File: src/rtl/rv_pkg.sv
// rtl/rv_pkg.sv - shared RV64 writeback types and load funct3 encodings
//
// Purpose: common definitions for the writeback stage and load extension.
// Contents: XLEN, RV64I load funct3 constants, wb_entry_t (rd + data).

package rv_pkg;

    localparam int XLEN = 64;

    localparam logic [2:0] F3_LB  = 3'b000;
    localparam logic [2:0] F3_LH  = 3'b001;
    localparam logic [2:0] F3_LW  = 3'b010;
    localparam logic [2:0] F3_LD  = 3'b011;
    localparam logic [2:0] F3_LBU = 3'b100;
    localparam logic [2:0] F3_LHU = 3'b101;
    localparam logic [2:0] F3_LWU = 3'b110;

    typedef struct packed {
        logic [4:0]      rd;
        logic [XLEN-1:0] data;
    } wb_entry_t;

endpackage

File: src/rtl/load_extend.sv
// rtl/load_extend.sv - byte-lane select and sign/zero extension of load data
//
// Purpose: purely combinational map (funct3, off, raw) -> extended load value.
// Ports:
//   funct3 - RV64I load type
//   off    - byte offset within the doubleword (address[2:0])
//   raw    - aligned doubleword from memory
//   data   - selected and extended result

module load_extend
    import rv_pkg::*;
(
    input  logic [2:0]      funct3,
    input  logic [2:0]      off,
    input  logic [XLEN-1:0] raw,
    output logic [XLEN-1:0] data
);

    logic [2:0]      lane_off;
    logic [XLEN-1:0] shifted;

    always_comb begin
        lane_off = 3'b000;
        data     = '0;

        // Offset bits below the access size are dropped: misaligned
        // accesses are silently truncated to the containing lane.
        case (funct3)
            F3_LB, F3_LBU: lane_off = off;
            F3_LH, F3_LHU: lane_off = {off[2:1], 1'b0};
            F3_LW, F3_LWU: lane_off = {off[2], 2'b00};
            default:       lane_off = 3'b000;
        endcase

        shifted = raw >> {lane_off, 3'b000};

        case (funct3)
            F3_LB:   data = {{(XLEN-8){shifted[7]}},   shifted[7:0]};
            F3_LH:   data = {{(XLEN-16){shifted[15]}}, shifted[15:0]};
            F3_LW:   data = {{(XLEN-32){shifted[31]}}, shifted[31:0]};
            F3_LBU:  data = {{(XLEN-8){1'b0}},         shifted[7:0]};
            F3_LHU:  data = {{(XLEN-16){1'b0}},        shifted[15:0]};
            F3_LWU:  data = {{(XLEN-32){1'b0}},        shifted[31:0]};
            default: data = shifted;   // LD and the unused 111 encoding
        endcase
    end

endmodule

File: src/rtl/wb_stage.sv
// rtl/wb_stage.sv - writeback stage merging ALU and load results onto the regfile write port
//
// Purpose: arbitrates ALU results and extended load results (held in a small
// FIFO) onto the single register-file write port; exports pending load dests.
// Ports:
//   clk, rst                          - clock, synchronous active-high reset
//   alu_valid/alu_rd/alu_data         - ALU result in, alu_ready accepts it
//   ld_valid/ld_rd/ld_funct3/ld_off/ld_data - load return in, ld_ready accepts it
//   RegWrite/Write_register/Write_data - register-file write port
//   busy                              - onehot OR of queued load destinations

module wb_stage
    import rv_pkg::*;
#(
    parameter int XLEN     = rv_pkg::XLEN,
    parameter int LQ_DEPTH = 2
) (
    input  logic            clk,
    input  logic            rst,
    input  logic            alu_valid,
    input  logic [4:0]      alu_rd,
    input  logic [XLEN-1:0] alu_data,
    output logic            alu_ready,
    input  logic            ld_valid,
    input  logic [4:0]      ld_rd,
    input  logic [2:0]      ld_funct3,
    input  logic [2:0]      ld_off,
    input  logic [XLEN-1:0] ld_data,
    output logic            ld_ready,
    output logic            RegWrite,
    output logic [4:0]      Write_register,
    output logic [XLEN-1:0] Write_data,
    output logic [31:0]     busy
);

    localparam int           PW      = $clog2(LQ_DEPTH);
    localparam logic [PW:0]  DEPTH_C = LQ_DEPTH[PW:0];

    wb_entry_t         lq_mem [LQ_DEPTH];
    logic [PW-1:0]     wr_ptr;
    logic [PW-1:0]     rd_ptr;
    logic [PW:0]       count;

    logic [XLEN-1:0]   ld_ext;
    logic              push;
    logic              pop;
    wb_entry_t         head;

    load_extend u_load_extend (
        .funct3 (ld_funct3),
        .off    (ld_off),
        .raw    (ld_data),
        .data   (ld_ext)
    );

    // Readies depend only on registered occupancy, never on the valids.
    assign ld_ready  = (count != DEPTH_C);
    assign alu_ready = (count == '0);

    assign push = ld_valid && ld_ready;
    assign pop  = (count != '0);
    assign head = lq_mem[rd_ptr];

    always_ff @(posedge clk) begin
        if (rst) begin
            wr_ptr <= '0;
            rd_ptr <= '0;
            count  <= '0;
        end else begin
            if (push) begin
                lq_mem[wr_ptr] <= '{rd: ld_rd, data: ld_ext};
                wr_ptr         <= wr_ptr + 1'b1;   // power-of-two depth wraps naturally
            end
            if (pop) begin
                rd_ptr <= rd_ptr + 1'b1;
            end
            case ({push, pop})
                2'b10:   count <= count + 1'b1;
                2'b01:   count <= count - 1'b1;
                default: count <= count;
            endcase
        end
    end

    // Queued loads always win the port, so an ALU result can never overtake
    // a load; alu_ready already guarantees the FIFO is empty when ALU wins.
    always_ff @(posedge clk) begin
        if (rst) begin
            RegWrite       <= 1'b0;
            Write_register <= '0;
            Write_data     <= '0;
        end else if (pop) begin
            RegWrite       <= (head.rd != 5'd0);
            Write_register <= head.rd;
            Write_data     <= head.data;
        end else if (alu_valid) begin
            RegWrite       <= (alu_rd != 5'd0);
            Write_register <= alu_rd;
            Write_data     <= alu_data;
        end else begin
            RegWrite       <= 1'b0;
        end
    end

    always_comb begin
        logic [PW-1:0] idx;
        busy = '0;
        idx  = '0;
        for (int i = 0; i < LQ_DEPTH; i++) begin
            idx = rd_ptr + i[PW-1:0];
            if (i[PW:0] < count) begin
                busy[lq_mem[idx].rd] = 1'b1;
            end
        end
        busy[0] = 1'b0;   // x0 is never a real hazard
    end

endmodule
File: config.mk
export PLATFORM = sky130hd
export DESIGN_NAME = wb_stage
export DESIGN_NICKNAME = d
export VERILOG_FILES = /design/src/rtl/rv_pkg.sv /design/src/rtl/load_extend.sv /design/src/rtl/wb_stage.sv
export SDC_FILE = /design/constraint.sdc
export NUM_CORES = 1
export LEC_CHECK = 0
export ABC_AREA = 1
export CORE_ASPECT_RATIO = 0.9
export CORE_MARGIN = 4
export CORE_UTILIZATION = 27
export DETAILED_ROUTE_END_ITERATION = 6
export SETUP_SLACK_MARGIN = 0.1
export SLEW_MARGIN = 40
export SYNTH_ARGS = -nofsm -noshare
export SYNTH_HDL_FRONTEND = slang
export SYNTH_SLANG_ARGS = --single-unit
File: constraint.sdc
create_clock -name clk -period 10.47 [get_ports clk]
set_input_delay 1.5705 -clock clk [delete_from_list [all_inputs] [get_ports clk]]
set_output_delay 1.5705 -clock clk [all_outputs]
set_load 0.005 [all_outputs]
==> metrics.cfg <==
[logic_synthesis]
synth_top_area_share = 0.383
synth_seq_cells = 213
yosys_warnings = 0
postSynth.asyncResetShare = 0
synth_area_leaders = edfxtp_1 38%, dfxtp_1 14%, nand2_1 13%
synth_top_family_by_area = simple AND/OR/NAND/NOR gates
postSynthAreaPerCell_sq_um = 8.17
ys.flop_type = edfxtp_1
synth_xor_area_frac = 0.000810
muxShareOfSynthArea = 0
synthAdderAreaFrac = 0.00463
synth.cell_area_sq_um = 10800
synth.largest_area_cell = edfxtp_1
synth-edff-count = 138
synth_most_common_cell = nand2_1
yosysSeqAreaShare = 0.522
syn_inst = 1323
synth_commonest_cells = 387 x nand2_1, 139 x o21ai_0, 138 x edfxtp_1
syn_nets = 1475
yosysUniqueCellTypes = 38
synth-compound-area-share = 0.150
yosys.area_share.simple = 0.254

[setup_path]
crit_type = primary input to register
reg2reg_from = count[1]$_SDFFE_PP0P_
reg2reg_to = Write_data[61]$_SDFFE_PP0P_
critPathArrivalTime_ns = 5.23
reg2reg_slack_ns = 7.74
cp-end-kind = register
cp-start-kind = primary input
path_max_fanout = 54
required_ns = 10.72
reg2reg_depth = 8

[clock_tree]
clkTransAtPathRegs_ns = 0.06
cts-root-buf = clkbuf_16
cts_sinks = 213
ctsHoldBuffers = 0
cts_buffer_depth = 3
cts_setup_buffers = 0
cts.htree.levels = 1
clock_latency_ns = 0.53
cts_made_buffers = 26
cts_resized = 0
cts_tree = yes

[run]
cap_violations = 0

[route]
drt_iter0_drc = 891
wirelength_mm = 37.9
drc = 0
wl_per_cell_um = 18.3
dr_wl_met3_mm = 2.62
top_layer_used = met4
routedLengthMet1_mm = 18.0
via_per_inst = 4.89
vias = 10100
postRouteAntennaNets = 0
first_pass_iters = 7
route.met2.wl_mm = 16.8

[min_path]
whs_endpoint = wr_ptr$_SDFFE_PP0P_
min_path_type = register to register
min_path_cells = 2
min_from = wr_ptr$_SDFFE_PP0P_

[global_routing]
grt_pass1_wl_mm = 56.6
globalRouteOverflowTotal = 0
grt_start_max_net_pins = 112
antenna_found_initial = 0
grt_pass1_vias = 9355
grt_usage = 0.166

[power_and_ir_drop]
pwr-share-clk = 0.299
p_switching_w = 0.00106
pwr-share-comb = 0.342
seqPwrFrac = 0.360
vdd_ir_drop_max_uv = 115
p_int_w = 0.00205
p_leak_nw = 5.53
p_sw_frac = 0.341
power_density_nw_per_um2 = 214

[sta]
finalSetupViolations = 0
finalSetupTns_ns = 0
tightest_slew_ns = 0.832
layout_worst_path_cycle_share = 0.476
period_minus_slack_ns = 4.98
rsz0062_at_grt = false
finalHoldViolations = 0
finClkSkew_ns = 0.00913
clock.fmax_mhz = 201
worst_slew_margin_rel = 0.446
slew_viol_final = 0

[die]
core_sq_um = 39500
io_pins = 252
die_w_um = 219
start_util = 0.273
die_y_um = 198
std_cell_rows = 69
dieArea_sq_um = 43300

[final_layout]
multi_input_area_sq_um = 4460
areaGrowthSynthToFinish_pct = 34.5
layout-drive-gt1-share = 0.0597
antenna_cells = 0
nNetsFinal = 1673
fillers = 4110
final_core_util = 0.368
area.sequential_sq_um = 5650

[place]
port_buffers = 250
place_congestion = 0.891
hpwl_mm = 26.8

[outcome]
status = completed

power groups by stage:
stage	Clock [W]	Combinational [W]	Sequential, W
2_1_floorplan	0	0.000547	0.00113
3_3_place_gp	0	0.00106	0.00113
3_5_place_dp	0	0.00107	0.00113
4_1_cts	0.000954	0.00107	0.00112
5_1_grt	0.000990	0.00118	0.00113
6_report	0.000928	0.00106	0.00112
cell families after synthesis:
| family | Yosys count |
|---|---|
| adder cells (fa/ha/maj) | 4 |
| AO/OA/AOI/OAI | 279 |
| XOR/XNOR | 1 |
| other | 1 |
| flip-flops | 213 |
| buffers and inverters | 164 |
| AND/OR/NAND/NOR | 661 |
per-stage QoR:
stage          power, W  std cells  hold slack (ns)  instance area (sq um)  setup WS (ns)
2_1_floorplan   0.00168       1323            0.440                  10800           3.22
3_3_place_gp    0.00218       2024            0.450                  13600           4.48
3_5_place_dp    0.00220       2024            0.454                  13600           4.99
4_1_cts         0.00314       2072            0.463                  14500           5.47
5_1_grt         0.00330       2073            0.494                  14500           5.19
6_report        0.00311       2073            0.465                  14500           5.49
worst max-delay path by stage:
stage	startpoint	endpoint	slack [ns]	cells past startpoint
3_5_place_dp	ld_funct3[1]	lq_mem[1][24]$_DFFE_PP_	4.99	11
4_1_cts	register	busy[1]	5.47	8
5_1_grt	ld_funct3[1]	lq_mem[0][29]$_DFFE_PP_	5.19	11
3_3_place_gp	ld_funct3[1]	lq_mem[0][27]$_DFFE_PP_	4.48	9
2_1_floorplan	rst	lq_mem[1][0]$_DFFE_PP_	3.22	3
6_report	ld_funct3[1]	lq_mem[1][31]$_DFFE_PP_	5.49	11
cell usage in the layout, fill, tap and decap left out, drive strengths merged:
master | netlist | layout
a211oi | 1 | 1
a21oi | 21 | 21
a31oi | 63 | 63
and2 | 2 | 2
buf | 40 | 11
bufinv | 0 | 3
clkbuf | 50 | 35
clkdlybuf4s50 | 0 | 249
clkinv | 0 | 6
clkinvlp | 0 | 2
conb | 1 | 1
dfxtp | 75 | 75
edfxtp | 138 | 138
ha | 4 | 4
inv | 74 | 76
nand2 | 389 | 389
nand3 | 81 | 81
nand4 | 34 | 34
nor2 | 138 | 138
nor3 | 4 | 4
nor4 | 1 | 1
o211ai | 29 | 29
o21a | 3 | 3
o21ai | 158 | 158
o21bai | 1 | 1
o221ai | 2 | 2
o31ai | 1 | 1
or2 | 12 | 12
xor2 | 1 | 1
cell type report:
| cell class | instances | area share |
|---|---|---|
| Clock buffer | 35 | 0.0507 |
| Clock inverter | 13 | 0.0106 |
| Inverter | 74 | 0.0194 |
| Multi-Input combinational cell | 946 | 0.306 |
| Sequential cell | 213 | 0.388 |
| Tap cell | 532 | 0.0458 |
| Timing Repair Buffer | 260 | 0.179 |
flip-flops by register name, summed over array words and instances, names as in the netlist, named ones only:
signal / cells
lq_mem: 138
Write_data: 64
Write_register: 5
count: 2
RegWrite: 1
rd_ptr: 1
wr_ptr: 1
layer usage:
| layer | GRT usage | vias to the layer above |
|---|---|---|
| met5 | 0 | - |
| met4 | 0.0307 | 0 |
| met3 | 0.0276 | 35 |
| met2 | 0.254 | 357 |
| met1 | 0.249 | 4824 |
| li1 | - | 4917 |
worst max-delay path, cell delays in order:
cell             delay [ns]
clkdlybuf4s50_1        0.88
inv_2                  0.16
nand2_2                0.09
buf_4                  0.50
inv_2                  0.48
nand3_1                0.24
nand3_1                0.13
nand3_2                0.56
nand2_1                0.17
inv_2                  0.27
nand2_1                0.13
Note: power is estimated with default switching activity, not from simulation.
